## src/rtl/mux_nx1_rr.sv

```systemverilog
// N-channel WIDTH-bit selector with a registered output and valid/ready handshakes.
// Fixed mode picks the channel given by sel; round-robin mode arbitrates fairly.
module mux_nx1_rr #(
    parameter int WIDTH    = 8,
    parameter int CHANNELS = 4,
    parameter int SELW     = 2
) (
    input  logic                      clk,
    input  logic                      rst,
    input  logic [CHANNELS*WIDTH-1:0] c,
    input  logic [CHANNELS-1:0]       c_valid,
    output logic [CHANNELS-1:0]       c_ready,
    input  logic [SELW-1:0]           sel,
    input  logic                      mode,
    output logic [WIDTH-1:0]          out,
    output logic                      out_valid,
    input  logic                      out_ready,
    output logic [SELW-1:0]           out_ch
);

    logic [SELW-1:0]  ptr;
    logic [SELW-1:0]  gnt;
    logic [SELW-1:0]  ptr_nxt;
    logic             has_gnt;
    logic             ld;
    logic [WIDTH-1:0] gnt_data;
    int               idx;

    assign ld = !out_valid || out_ready;

    // Grant search; a sel that matches no channel index never grants.
    always_comb begin
        gnt     = '0;
        has_gnt = 1'b0;
        idx     = 0;
        if (!mode) begin
            for (int i = 0; i < CHANNELS; i++) begin
                if (int'(sel) == i && c_valid[i]) begin
                    gnt     = SELW'(i);
                    has_gnt = 1'b1;
                end
            end
        end else begin
            for (int k = 0; k < CHANNELS; k++) begin
                idx = int'(ptr) + k;
                if (idx >= CHANNELS) idx = idx - CHANNELS;
                if (!has_gnt && c_valid[idx]) begin
                    gnt     = SELW'(idx);
                    has_gnt = 1'b1;
                end
            end
        end
    end

    always_comb begin
        gnt_data = '0;
        c_ready  = '0;
        for (int i = 0; i < CHANNELS; i++) begin
            if (gnt == SELW'(i)) gnt_data = c[i*WIDTH +: WIDTH];
            c_ready[i] = !rst && ld && has_gnt && (gnt == SELW'(i));
        end
    end

    assign ptr_nxt = (gnt == SELW'(CHANNELS - 1)) ? '0 : gnt + 1'b1;

    // Output register stage: loads on ld, holds under backpressure.
    always_ff @(posedge clk) begin
        if (rst) begin
            out       <= '0;
            out_ch    <= '0;
            out_valid <= 1'b0;
            ptr       <= '0;
        end else if (ld) begin
            if (has_gnt) begin
                out       <= gnt_data;
                out_ch    <= gnt;
                out_valid <= 1'b1;
                if (mode) ptr <= ptr_nxt;
            end else begin
                out_valid <= 1'b0;
            end
        end
    end

endmodule
```

## config.mk

```make
export PLATFORM = sky130hd
export DESIGN_NAME = mux_nx1_rr
export DESIGN_NICKNAME = d
export VERILOG_FILES = /design/src/rtl/mux_nx1_rr.sv
export SDC_FILE = /design/constraint.sdc
export NUM_CORES = 1
export LEC_CHECK = 0
export ABC_AREA = 1
export CAP_MARGIN = 20
export CORE_MARGIN = 1
export CORE_UTILIZATION = 44
export DETAILED_ROUTE_END_ITERATION = 16
export GPL_TIMING_DRIVEN = 1
export PLACE_DENSITY_LB_ADDON = 0.08
export SLEW_MARGIN = 20
export SYNTH_ARGS = -nofsm -noshare
export SYNTH_HDL_FRONTEND = slang
export SYNTH_SLANG_ARGS = --single-unit
```

## constraint.sdc

```tcl
create_clock -name clk -period 10.96 [get_ports clk]
set_input_delay 3.288 -clock clk [delete_from_list [all_inputs] [get_ports clk]]
set_output_delay 3.288 -clock clk [all_outputs]
set_load 0.01 [all_outputs]
```

# Word level (Yosys, flattened, before mapping)
# Cells that the tools add are included.
# Widths: inputs -> output; s select.
[totals]
ff_bits = 13
latch_bits = 0
mem_bits_rw = 0
mem_bits_ro = 0
in_bits = 42
out_inout_bits = 15
n_memories = 0
[classes]
add_sub_neg = 8
n_mul = 0
div = 0
magnitude_cmp = 8
n_eq_ne = 6
n_shift = 0
mux = 46
bitwise_logic = 0
reduce_logical = 23
[op_table]
columns = ["cell", "n"]
rows = [
  ["$mux 32", 8],
  ["$lt 32x4->1 const B", 4],
  ["$mux 8", 4],
  ["$mux 1", 22],
  ["$mux 2", 8],
  ["$logic_and 1x1->1", 13],
  ["$sub 3x3->4 const B", 3],
  ["$ge 3x3->1 const B", 3],
  ["$bmux 1 s2", 4],
  ["$eq 2x2->1 const B", 4],
  ["$add 2x2->3 const B", 2],
  ["$logic_not 1->1", 5],
  ["$eq 2x1->1 const B", 2],
  ["$logic_not 2->1", 2],
  ["$sub 2x3->4 const B", 1],
  ["$add 2x1->3 const B", 1],
  ["$ge 2x3->1 const B", 1],
  ["$reduce_and 3->1", 1],
  ["$add 2x1->2 const B", 1],
  ["$reduce_and 2->1", 1],
  ["$logic_or 1x1->1", 1],
]

# Longest topological paths before layout
# Gate-level depths: netlist (run 1).
[logic_depth]
ltp_word = 25
mapped_depth = 21
ltp_nobuf = 19

# Worst setup path after synthesis (run 1)
# OpenSTA, ideal clock, no wires.
[synth_path]
path_type = "input to output"
startpoint = "input port c_valid[1]"
endpoint = "output port c_ready[3]"
arrival_time_ns = 4.840
required_time_ns = 7.672
path_slack_ns = 2.832
cell_stages = 14
n_path_buf = 2
cell_sequence = "nand2_1 -> nand2_2 -> nor2_4 -> inv_1 -> nand2_1 -> nand2_1 -> nand3_1 -> nand2_1 -> inv_1 -> ha_1 -> clkbuf_1 -> bufbuf_16 -> inv_1 -> nor2_1"
[synth_via]
elab_chain_cells = 19
[synth_rtl]
columns = ["element", "line", "text"]
rows = [
  ["start: declaration", "11", "input logic [CHANNELS-1:0] c_valid,"],
  ["$bmux 1 s2", "47", "if (!has_gnt && c_valid[idx]) begin"],
  ["$mux 1 (implied by the code) (2 in a row)", "47", ""],
  ["$mux 1", "47", ""],
  ["$mux 1", "36", "if (!mode) begin"],
  ["$logic_not 1->1", "47", ""],
  ["$logic_and 1x1->1", "47", ""],
  ["$mux 1", "47", ""],
  ["$mux 1", "36", ""],
  ["(+3 left out)", "n/a", ""],
  ["$mux 1", "36", ""],
  ["$logic_not 1->1", "47", ""],
  ["$logic_and 1x1->1", "47", ""],
  ["$mux 2", "47", ""],
  ["$mux 2 (*)", "36", ""],
  ["named net gnt[0]", "22", "logic [SELW-1:0] gnt;"],
  ["$eq 2x2->1 (*)", "60", "c_ready[i] = !rst && ld && has_gnt && (gnt == SELW'(i));"],
  ["$logic_and 1x1->1 (*)", "60", ""],
  ["end: declaration", "12", "output logic [CHANNELS-1:0] c_ready,"],
]
# Mark *: on every way through the listed nets, which the timed path passes. The rest lies on a longest branch. The select of a mux whose other input is x is not followed.

# Worst setup path after layout (run 1)
[layout_path]
startpoint = "input port c_valid[0]"
endpoint = "output port c_ready[3]"
[layout_via]
elab_chain_cells = 19
[layout_rtl]
columns = ["element", "line"]
rows = [
  ["$bmux 1 s2", "47"],
  ["$mux 1 (implied by the code) (2 in a row)", "47"],
  ["$mux 1", "47"],
  ["$mux 1", "36"],
  ["$logic_not 1->1", "47"],
  ["$logic_and 1x1->1", "47"],
  ["$mux 1", "47"],
  ["$mux 1", "36"],
  ["(+3 left out)", "n/a"],
  ["$mux 1", "36"],
  ["$logic_not 1->1", "47"],
  ["$logic_and 1x1->1", "47"],
  ["$mux 2 (*)", "47"],
  ["$mux 2 (*)", "36"],
  ["named net gnt[0]", "22"],
  ["$eq 2x2->1 (*)", "60"],
  ["$logic_and 1x1->1 (*)", "60"],
]
# Marked as above.

==> results.py, run 1 <==
metrics = {
    "yosys": {
        "commonest_cells_in_the_netlist": "sky130_fd_sc_hd__nand2_1, sky130_fd_sc_hd__o21ai_0, sky130_fd_sc_hd__inv_1",
        "yosysSeqAreaShare_pct": 21.2,
        "synth-xor-area-share_pct": 0,
        "count_of_flip_flops_with_a_built_in_enable_after_synthesis": 0,
        "synth_simple_gate_area_share_pct": 41.3,
        "synth.distinct_cells": 28,
        "yosysTopAreaCell": "sky130_fd_sc_hd__dfxtp_1",
        "postSynthRegisterBits": 13,
        "yosys_warnings": 0,
        "synth_fp_nets": 230,
        "synth_async_sr_flop_share_pct": 0,
        "syn-mean-instance-area_sq_um": 6.66,
        "yosysMostFrequentCell": "sky130_fd_sc_hd__nand2_1",
        "mappedNetlistArea_sq_um": 1220,
        "fraction_of_the_mapped_netlist_area_in_compound_gates_pct": 20.7,
        "post_synth_mux_area_share_pct": 0,
        "post_synth_fa_ha_maj_area_fraction_pct": 4.09,
        "synth_top_family_by_area": "simple AND/OR/NAND/NOR gates",
        "ys.flop_type": "sky130_fd_sc_hd__dfxtp_1",
        "synthesis.instances": 184,
        "synth_area_leaders": "sky130_fd_sc_hd__dfxtp_1, sky130_fd_sc_hd__nand2_1, sky130_fd_sc_hd__a21oi_2",
        "synth_largest_type_area_fraction_pct": 21.2,
    },
    "sta": {
        "finalSetupViolations": 0,
        "transition_time_at_the_pin_with_the_least_slew_margin_ns": 0.557,
        "max-slew-margin-rel_pct": 62.8,
        "postLayoutSetupSlackWorst_ns": 1.79,
        "final-max-slew-violation-count": 0,
        "min_tclk_post_route_ns": 9.17,
        "finalHoldViolCount": 0,
        "period_share_pct": 83.7,
        "max_freq_mhz": 109,
        "grt_setup_unrepaired": "false",
        "finalSetupTns_ns": 0,
        "clock_skew_ns": 0.00436,
    },
    "layout": {
        "area_growth_syn_to_layout_pct": 44.1,
        "drive_gt1_share_pct": 16.0,
        "final.fill_count": 224,
        "layoutNonFillerInstCount": 267,
        "multiInputGateArea_sq_um": 810,
        "antenna_cells_inserted": 0,
        "final_nets": 284,
        "seqCellArea_sq_um": 260,
    },
    "pwr": {
        "p_leak_nw": 0.762,
        "netSwitchingFraction_pct": 39.5,
        "vdd_drop_max_v": 0.000104,
        "power.share.combinational_pct": 54.0,
        "finalPower_mw": 0.194,
        "clockPowerShare_pct": 15.4,
        "power_per_cell_area_nw_per_um2": 110,
        "switching_power_mw": 0.0764,
        "internal_power_mw": 0.117,
        "pwr-share-seq_pct": 30.6,
    },
    "clock_network": {
        "clk_root_buffer_cell": "sky130_fd_sc_hd__clkbuf_4",
        "clock-sinks": 13,
        "tritoncts.num_buffers": 3,
        "tritoncts": "built",
        "cts_buffer_depth": 2,
        "ctsResizeCount": 0,
        "worst_skew_pair.late_latency_ns": 0.28,
        "cts-htree-levels": 1,
        "post_cts_buffers": 0,
        "path_clk_slew_ns": 0.08,
        "postCtsHoldBufs": 0,
    },
    "floorplanning": {
        "die_height_um": 54.8,
        "die_span_in_x_um": 54.8,
        "io_pins": 57,
        "starting_density_of_the_core_pct": 48.1,
        "fp_rows": 18,
        "core_area_sq_um": 2540,
        "die_area_sq_um": 3000,
    },
    "route": {
        "wl_met2_um": 1430,
        "number_of_routed_nets_with_antenna_violations": 0,
        "routed.top_layer": "met4",
        "dr.pass1.iters": 4,
        "detailroute.via_count": 1351,
        "routed_wirelength_um": 3170,
        "viasPerCell": 5.06,
        "drc_violations_left": 0,
        "routedWlPerCell_um": 11.9,
        "wl_met3_um": 237,
        "iter_0_drt_violations": 39,
        "wl_met1_um": 1450,
    },
    "global_route": {
        "grt_max_degree": 18,
        "vias_in_the_first_global_route": 1142,
        "grt_pass1_wl_um": 4860,
        "total_grt_usage_pct": 22.6,
        "grt_overflow_total": 0,
        "grt_antenna_before_repair": 0,
    },
    "placed_design": {
        "finalWeightedCongestion": 0.812,
        "post-place-cells": 263,
        "pre_cts_slack_ns": 1.80,
        "post-dp-hpwl_um": 2650,
        "numPortBuffers": 56,
    },
    "critical_path": {
        "cp-start-kind": "primary input",
        "kind_of_critical_path": "primary input to output port",
        "critical_path.max_fanout": 17,
        "arrival_ns": 5.88,
        "critPathRequiredTime_ns": 7.67,
        "critical_path.endpoint_type": "output port",
    },
    "run": {
        "cap_viol_max_count": 0,
    },
    "outcome": {
        "status": "completed",
    },
    "worst_hold_path": {
        "min_path_type": "flop to flop",
    },
}
## final timing paths
kind	startpoint	endpoint	depth (start not counted)	slack, ns
min reg2reg	out[5]	out[5]	2	0.47
max reg2reg	ptr[0]	out[1]	17	8.15
min	out[5]	out[5]	2	0.47
max	c_valid[0]	c_ready[3]	15	1.79
## worst max-delay path: stages
cell and delay [ns]:
sky130_fd_sc_hd__clkdlybuf4s50_1 0.57, sky130_fd_sc_hd__nand2_1 0.12, sky130_fd_sc_hd__nand2_4 0.11, sky130_fd_sc_hd__nand2_1 0.08
sky130_fd_sc_hd__nand2_1 0.06, sky130_fd_sc_hd__nand2_1 0.06, sky130_fd_sc_hd__nand2_1 0.06, sky130_fd_sc_hd__nand2_1 0.05
sky130_fd_sc_hd__nand3_1 0.08, sky130_fd_sc_hd__nand2_1 0.13, sky130_fd_sc_hd__inv_1 0.11, sky130_fd_sc_hd__ha_1 0.43
sky130_fd_sc_hd__inv_1 0.08, sky130_fd_sc_hd__nor2_1 0.11, sky130_fd_sc_hd__clkdlybuf4s50_1 0.55
## state kept, by name, summed over array words and instances (netlist names)
signal,count
out_ch,2
ptr,2
out_valid,1
out,8
## power groups by stage
stage               clock network, mW  logic [mW]  registers (mW)
detailed placement                  0       0.104          0.0601
global route                   0.0321       0.116          0.0599
floorplan                           0      0.0685          0.0610
global placement                    0       0.102          0.0596
finish                         0.0299       0.104          0.0592
CTS                            0.0304       0.105          0.0592
## routing by layer
metal	up-vias	track usage [%]
met5	-	0
met1	582	29.7
met2	68	38.2
met3	7	1.67
li1	694	-
met4	0	7.69
## cell usage in the layout, fill, tap and decap left out
cell / synthesis / layout
sky130_fd_sc_hd__o21ai_0: 16 / 16
sky130_fd_sc_hd__a21oi_1: 10 / 10
sky130_fd_sc_hd__nand3_1: 7 / 7
sky130_fd_sc_hd__dfxtp_1: 13 / 13
sky130_fd_sc_hd__clkbuf_4: 1 / 3
sky130_fd_sc_hd__a21oi_2: 10 / 10
sky130_fd_sc_hd__nand3b_4: 1 / 1
sky130_fd_sc_hd__inv_1: 14 / 14
sky130_fd_sc_hd__ha_1: 4 / 4
sky130_fd_sc_hd__nor2_4: 2 / 2
sky130_fd_sc_hd__clkinv_2: 2 / 2
sky130_fd_sc_hd__clkdlybuf4s50_1: 0 / 56
sky130_fd_sc_hd__nor2_8: 1 / 1
sky130_fd_sc_hd__inv_6: 1 / 1
sky130_fd_sc_hd__nand2_1: 59 / 59
sky130_fd_sc_hd__nand2_4: 4 / 4
sky130_fd_sc_hd__nor2_2: 2 / 2
sky130_fd_sc_hd__nor2_1: 11 / 11
sky130_fd_sc_hd__o2111ai_1: 1 / 1
sky130_fd_sc_hd__o21ai_1: 4 / 4
sky130_fd_sc_hd__nor3_1: 1 / 1
sky130_fd_sc_hd__nand2_2: 12 / 12
sky130_fd_sc_hd__nor3b_1: 1 / 1
sky130_fd_sc_hd__o21a_1: 1 / 1
sky130_fd_sc_hd__clkbuf_1: 2 / 1
## kinds of logic (layout without fill, tap and decap cells)
family / count (synthesis) / after routing
and+or+nand+nor: 101 / 101
buffers and inverters: 24 / 77
adders and majority gates: 4 / 4
AOI/OAI and AO/OA: 42 / 42
DFF: 13 / 13
## cell type report
cell class	instances	area share [%]
tap	30	2.13
clock buffer	4	1.49
sequential	13	14.7
multi-input combinational	147	45.9
timing repair buffer	56	31.8
inverter	17	4.04
## stage by stage
step	instance area (sq um)	util (%)	hold slack (ns)
2_1_floorplan	1220	-	0.492
4_1_cts	1770	69.4	0.475
3_3_place_gp	1740	68.3	0.456
5_1_grt	1770	69.4	0.489
3_5_place_dp	1740	68.3	0.463
6_report	1770	69.4	0.473
(Power assumes the default switching activity.)
==> run 2, diff against run 1 <==
--- a/config.mk
+++ b/config.mk
@@ -8,7 +8,7 @@
 export ABC_AREA = 1
 export CAP_MARGIN = 20
 export CORE_MARGIN = 1
-export CORE_UTILIZATION = 44
+export CORE_UTILIZATION = 37
 export DETAILED_ROUTE_END_ITERATION = 16
 export GPL_TIMING_DRIVEN = 1
 export PLACE_DENSITY_LB_ADDON = 0.08
==> constraint.sdc (replaced) <==
create_clock -name clk -period 8.25 [get_ports clk]
set_input_delay 2.475 -clock clk [delete_from_list [all_inputs] [get_ports clk]]
set_output_delay 2.475 -clock clk [all_outputs]
set_load 0.01 [all_outputs]
==> results.py, run 2 (synthesized netlist as in run 1, its figures left out) <==
metrics = {
    "sta": {
        "final-max-slew-violation-count": 0,
        "min_tclk_post_route_ns": 7.55,
        "period_share_pct": 91.5,
        "hold-worst-slack_ns": 0.470,
        "finalSetupTns_ns": 0,
        "clock_skew_ns": 0.00209,
        "postLayoutSetupSlackWorst_ns": 0.701,
        "max-slew-margin-rel_pct": 63.2,
        "max_freq_mhz": 132,
        "finalHoldViolCount": 0,
        "transition_time_at_the_pin_with_the_least_slew_margin_ns": 0.550,
        "finalSetupViolations": 0,
        "grt_setup_unrepaired": "false",
    },
    "route": {
        "drc_violations_left": 0,
        "iter_0_drt_violations": 42,
        "number_of_routed_nets_with_antenna_violations": 0,
        "dr.pass1.iters": 4,
        "detailroute.via_count": 1305,
        "routed_wirelength_um": 2910,
        "viasPerCell": 4.64,
        "routedWlPerCell_um": 10.3,
    },
    "layout": {
        "area_growth_syn_to_layout_pct": 45.6,
        "largest-register": "out",
        "layoutNonFillerInstCount": 281,
        "antenna_cells_inserted": 0,
        "final_cell_mix": "sky130_fd_sc_hd__nand2_1, sky130_fd_sc_hd__clkdlybuf4s50_1, sky130_fd_sc_hd__o21ai_0",
        "mostFrequentLayoutCell": "sky130_fd_sc_hd__nand2_1",
        "postLayoutCoreUtil_pct": 57.5,
        "final_nets": 284,
        "drive_gt1_share_pct": 16.0,
        "largest_register_ff_count": 8,
        "layout_top_registers": "out x8, out_ch x2, ptr x2",
        "final_design_area_no_fill_sq_um": 1780,
    },
    "clock_network": {
        "clk_root_buffer_cell": "sky130_fd_sc_hd__clkbuf_4",
        "ctsResizeCount": 0,
        "cts_buffer_depth": 2,
        "postCtsHoldBufs": 0,
        "post_cts_buffers": 0,
        "tritoncts.num_buffers": 3,
        "tritoncts": "built",
        "path_clk_slew_ns": 0.07,
        "worst_skew_pair.late_latency_ns": 0.28,
        "cts-htree-levels": 1,
        "clock-sinks": 13,
    },
    "global_route": {
        "grt_max_degree": 18,
        "total_grt_usage_pct": 17.3,
        "grt_overflow_total": 0,
        "vias_in_the_first_global_route": 1113,
        "grt_pass1_wl_um": 4740,
        "grt_antenna_before_repair": 0,
    },
    "run": {
        "cap_viol_max_count": 0,
    },
    "floorplanning": {
        "starting_density_of_the_core_pct": 39.5,
        "fp_rows": 20,
        "die_span_in_x_um": 59.5,
        "die_area_sq_um": 3540,
        "die_height_um": 59.5,
        "io_pins": 57,
        "core_area_sq_um": 3100,
    },
    "outcome": {
        "status": "completed",
    },
    "critical_path": {
        "top_delay_family_on_crit_path": "buffers and inverters",
        "kind_of_critical_path": "primary input to output port",
        "crit_path_frequent_cell": "sky130_fd_sc_hd__nand2_1",
        "arrival_ns": 5.07,
        "cp-start-kind": "primary input",
        "critical_path_slowest_stage_cell": "sky130_fd_sc_hd__clkdlybuf4s50_1",
        "path_buf_inv": 4,
        "critical_path.endpoint_type": "output port",
        "cp_cell_sequence": "clkdlybuf4s50_1 -> nand2_1 -> nand2_4 -> nand2_1 -> nand2_1 -> nand2_1 -> nand2_1 -> nand2_1 -> nand3_1 -> nand2_1 -> inv_1 -> ha_1 -> inv_1 -> nor2_1 -> clkdlybuf4s50_1",
        "slowest_delay_ns": 0.55,
        "critical_path.max_fanout": 17,
        "critPathRequiredTime_ns": 5.78,
    },
    "pwr": {
        "p_leak_nw": 0.762,
        "power_per_cell_area_nw_per_um2": 142,
        "vdd_drop_max_v": 0.0000434,
        "finalPower_mw": 0.254,
    },
    "placed_design": {
        "post-place-cells": 277,
        "post-dp-hpwl_um": 2420,
        "numPortBuffers": 56,
        "pre_cts_slack_ns": 0.714,
        "finalWeightedCongestion": 0.833,
        "dpl_cell_area_sq_um": 1760,
    },
    "worst_hold_path": {
        "min_path_type": "flop to flop",
    },
}
-- run 2: cell counts in the layout (fill, tap and decap cells not counted) --
Identical to the previous run, type by type.
-- run 2: power breakdown --
part           internal [mW]  switching [mW]
registers             0.0716         0.00665
clock network         0.0188          0.0201
logic                 0.0652          0.0717
-- run 2: per-layer routing --
metal  GRT usage, %  vias up  part of all wire (%)
li1               -      695                     -
met1           24.8      550                    51
met2           26.5       55                    42
met3           1.53        5                   5.7
met4           6.98        0                   1.3
met5              0        -                     0
-- run 2: final timing paths --
check        startpoint    endpoint  slack (ns)  depth (start not counted)
max          c_valid[0]  c_ready[3]        0.70                         15
max reg2reg      ptr[0]      out[5]        5.45                         17
min reg2reg      out[1]      out[1]        0.47                          2
min              out[1]      out[1]        0.47                          2
-- run 2: tightest hold or removal path: cells and delay by family, from the launching register on --
| family | cells | cell delay [ns] |
|---|---|---|
| AO/OA/AOI/OAI | 1 | 0.05 |
| flip-flops | 1 | 0.31 |
| AND/OR/NAND/NOR | 1 | 0.07 |
-- run 2: cell type report --
type,instances,area (sq um)
tap,44,55.1
clock buffer,4,26.3
sequential,13,260
timing repair buffer,56,561
inverter,17,71.3
multi-input combinational,147,810
fill,302,1320
==> run 3, diff against run 2 <==
--- a/config.mk
+++ b/config.mk
@@ -7,7 +7,7 @@
 export LEC_CHECK = 0
 export ABC_AREA = 1
 export CAP_MARGIN = 20
-export CORE_MARGIN = 1
+export CORE_MARGIN = 8
 export CORE_UTILIZATION = 37
 export DETAILED_ROUTE_END_ITERATION = 16
 export GPL_TIMING_DRIVEN = 1
==> results.py, run 3 (synthesized netlist as in run 1, its figures left out) <==
metrics = {
    "outcome": {
        "status": "completed",
    },
    "sta": {
        "clock_skew_ns": 0.00217,
        "finalHoldViolCount": 0,
        "postLayoutSetupSlackWorst_ns": 0.746,
        "max-slew-margin-rel_pct": 62.5,
        "hold-worst-slack_ns": 0.469,
        "final-max-slew-violation-count": 0,
        "min_tclk_post_route_ns": 7.50,
        "max_freq_mhz": 133,
        "finalSetupViolations": 0,
        "transition_time_at_the_pin_with_the_least_slew_margin_ns": 0.561,
        "finalSetupTns_ns": 0,
        "period_share_pct": 91.0,
        "grt_setup_unrepaired": "false",
    },
    "worst_hold_path": {
        "min_path_type": "flop to flop",
        "min_from": "out[5]",
    },
    "pwr": {
        "finalPower_mw": 0.254,
        "vdd_drop_max_v": 0.0000453,
        "p_leak_nw": 0.762,
        "power_per_cell_area_nw_per_um2": 142,
    },
    "critical_path": {
        "critical_path_depth": 15,
        "ff2ff_setup_slack_ns": 5.47,
        "path_buf_inv": 4,
        "critPathRequiredTime_ns": 5.78,
        "startpoint_of_the_worst_slack_reg_to_reg_timing_path": "ptr[0]",
        "critical_path.reg2reg.endpoint": "out[2]",
        "arrival_ns": 5.03,
        "worst_r2r_path_depth": 17,
        "top_delay_family_on_crit_path": "buffers and inverters",
        "slowest_delay_ns": 0.55,
        "crit_path_frequent_cell": "sky130_fd_sc_hd__nand2_1",
        "kind_of_critical_path": "primary input to output port",
        "setup.worst_path.end": "c_ready[3]",
        "critical_path_slowest_stage_cell": "sky130_fd_sc_hd__clkdlybuf4s50_1",
        "critical_path.max_fanout": 17,
        "cp-start-kind": "primary input",
        "origin_of_the_worst_setup_path": "c_valid[0]",
        "cp_cell_sequence": "clkdlybuf4s50_1 -> nand2_1 -> nand2_4 -> nand2_1 -> nand2_1 -> nand2_1 -> nand2_1 -> nand2_1 -> nand3_1 -> nand2_1 -> inv_1 -> ha_1 -> inv_1 -> nor2_1 -> clkdlybuf4s50_1",
        "critical_path.endpoint_type": "output port",
    },
    "clock_network": {
        "worst_skew_pair.late_latency_ns": 0.27,
        "tritoncts": "built",
        "cts_buffer_depth": 2,
        "cts-htree-levels": 1,
        "postCtsHoldBufs": 0,
        "post_cts_buffers": 0,
        "clk_root_buffer_cell": "sky130_fd_sc_hd__clkbuf_4",
        "path_clk_slew_ns": 0.07,
        "ctsResizeCount": 0,
        "tritoncts.num_buffers": 3,
        "clock-sinks": 13,
    },
    "placed_design": {
        "pre_cts_slack_ns": 0.747,
        "numPortBuffers": 56,
        "finalWeightedCongestion": 0.917,
        "dpl_cell_area_sq_um": 1760,
        "post-place-cells": 279,
        "post-dp-hpwl_um": 2670,
    },
    "floorplanning": {
        "fp_rows": 21,
        "die_height_um": 73.5,
        "starting_density_of_the_core_pct": 37.6,
        "die_area_sq_um": 5410,
        "io_pins": 57,
        "die_span_in_x_um": 73.5,
        "core_area_sq_um": 3260,
    },
    "layout": {
        "final_design_area_no_fill_sq_um": 1790,
        "postLayoutCoreUtil_pct": 54.8,
        "antenna_cells_inserted": 0,
        "multiInputGateArea_sq_um": 810,
        "mostFrequentLayoutCell": "sky130_fd_sc_hd__nand2_1",
        "final.fill_count": 351,
        "drive_gt1_share_pct": 16.0,
        "layoutNonFillerInstCount": 283,
        "final_nets": 284,
        "area_growth_syn_to_layout_pct": 45.8,
        "largest_register_ff_count": 8,
        "layout_top_registers": "out x8, out_ch x2, ptr x2",
        "final_cell_mix": "sky130_fd_sc_hd__nand2_1, sky130_fd_sc_hd__clkdlybuf4s50_1, sky130_fd_sc_hd__o21ai_0",
        "largest-register": "out",
        "seqCellArea_sq_um": 260,
    },
    "global_route": {
        "grt_pass1_wl_um": 5170,
        "vias_in_the_first_global_route": 1204,
        "grt_max_degree": 18,
        "grt_antenna_before_repair": 0,
        "grt_overflow_total": 0,
        "total_grt_usage_pct": 12.0,
    },
    "route": {
        "routed_wirelength_um": 3200,
        "wl_met1_um": 1630,
        "routed.top_layer": "met4",
        "drc_violations_left": 0,
        "number_of_routed_nets_with_antenna_violations": 0,
        "viasPerCell": 4.41,
        "wl_met3_um": 283,
        "dr.pass1.iters": 3,
        "iter_0_drt_violations": 55,
        "wl_met2_um": 1250,
        "routedWlPerCell_um": 11.3,
        "detailroute.via_count": 1249,
    },
    "run": {
        "cap_viol_max_count": 0,
    },
}
## run 3: cell counts in the layout (fill, tap and decap cells not counted)
Identical to the previous run, type by type.
## run 3: how the worst min path moves through the flow
stage                        end  depth (start not counted)
after floorplan           out[0]                          2
after global placement    out[6]                          2
after detailed placement  out[4]                          2
after CTS                 out[4]                          2
after global routing      out[3]                          2
final                     out[5]                          2
## run 3: metal layers
layer  up-vias  global-route usage [%]
met2        41                    16.5
li1        697                       -
met1       506                    15.9
met3         5                    4.91
met4         0                    4.66
met5         -                       0
## run 3: final cells by class
cell class / instances / share of cell area [%]
timing repair buffer: 56 / 31.4
tap: 46 / 3.22
clock buffer: 4 / 1.47
multi-input combinational: 147 / 45.3
sequential: 13 / 14.6
inverter: 17 / 3.99
## run 3: tightest hold or removal path, cell delays in order (launching register included)
cell and delay (ns):
sky130_fd_sc_hd__dfxtp_1 0.31, sky130_fd_sc_hd__nand2_1 0.07, sky130_fd_sc_hd__a21oi_2 0.05
## run 3: where the power goes
| part | leakage, nW | total, mW | switching [mW] | internal (mW) |
|---|---|---|---|---|
| registers | 0.107 | 0.0783 | 0.00669 | 0.0716 |
| logic | 0.640 | 0.137 | 0.0721 | 0.0652 |
| clock network | 0.0150 | 0.0384 | 0.0196 | 0.0188 |
| total | 0.762 | 0.254 | 0.0985 | 0.156 |
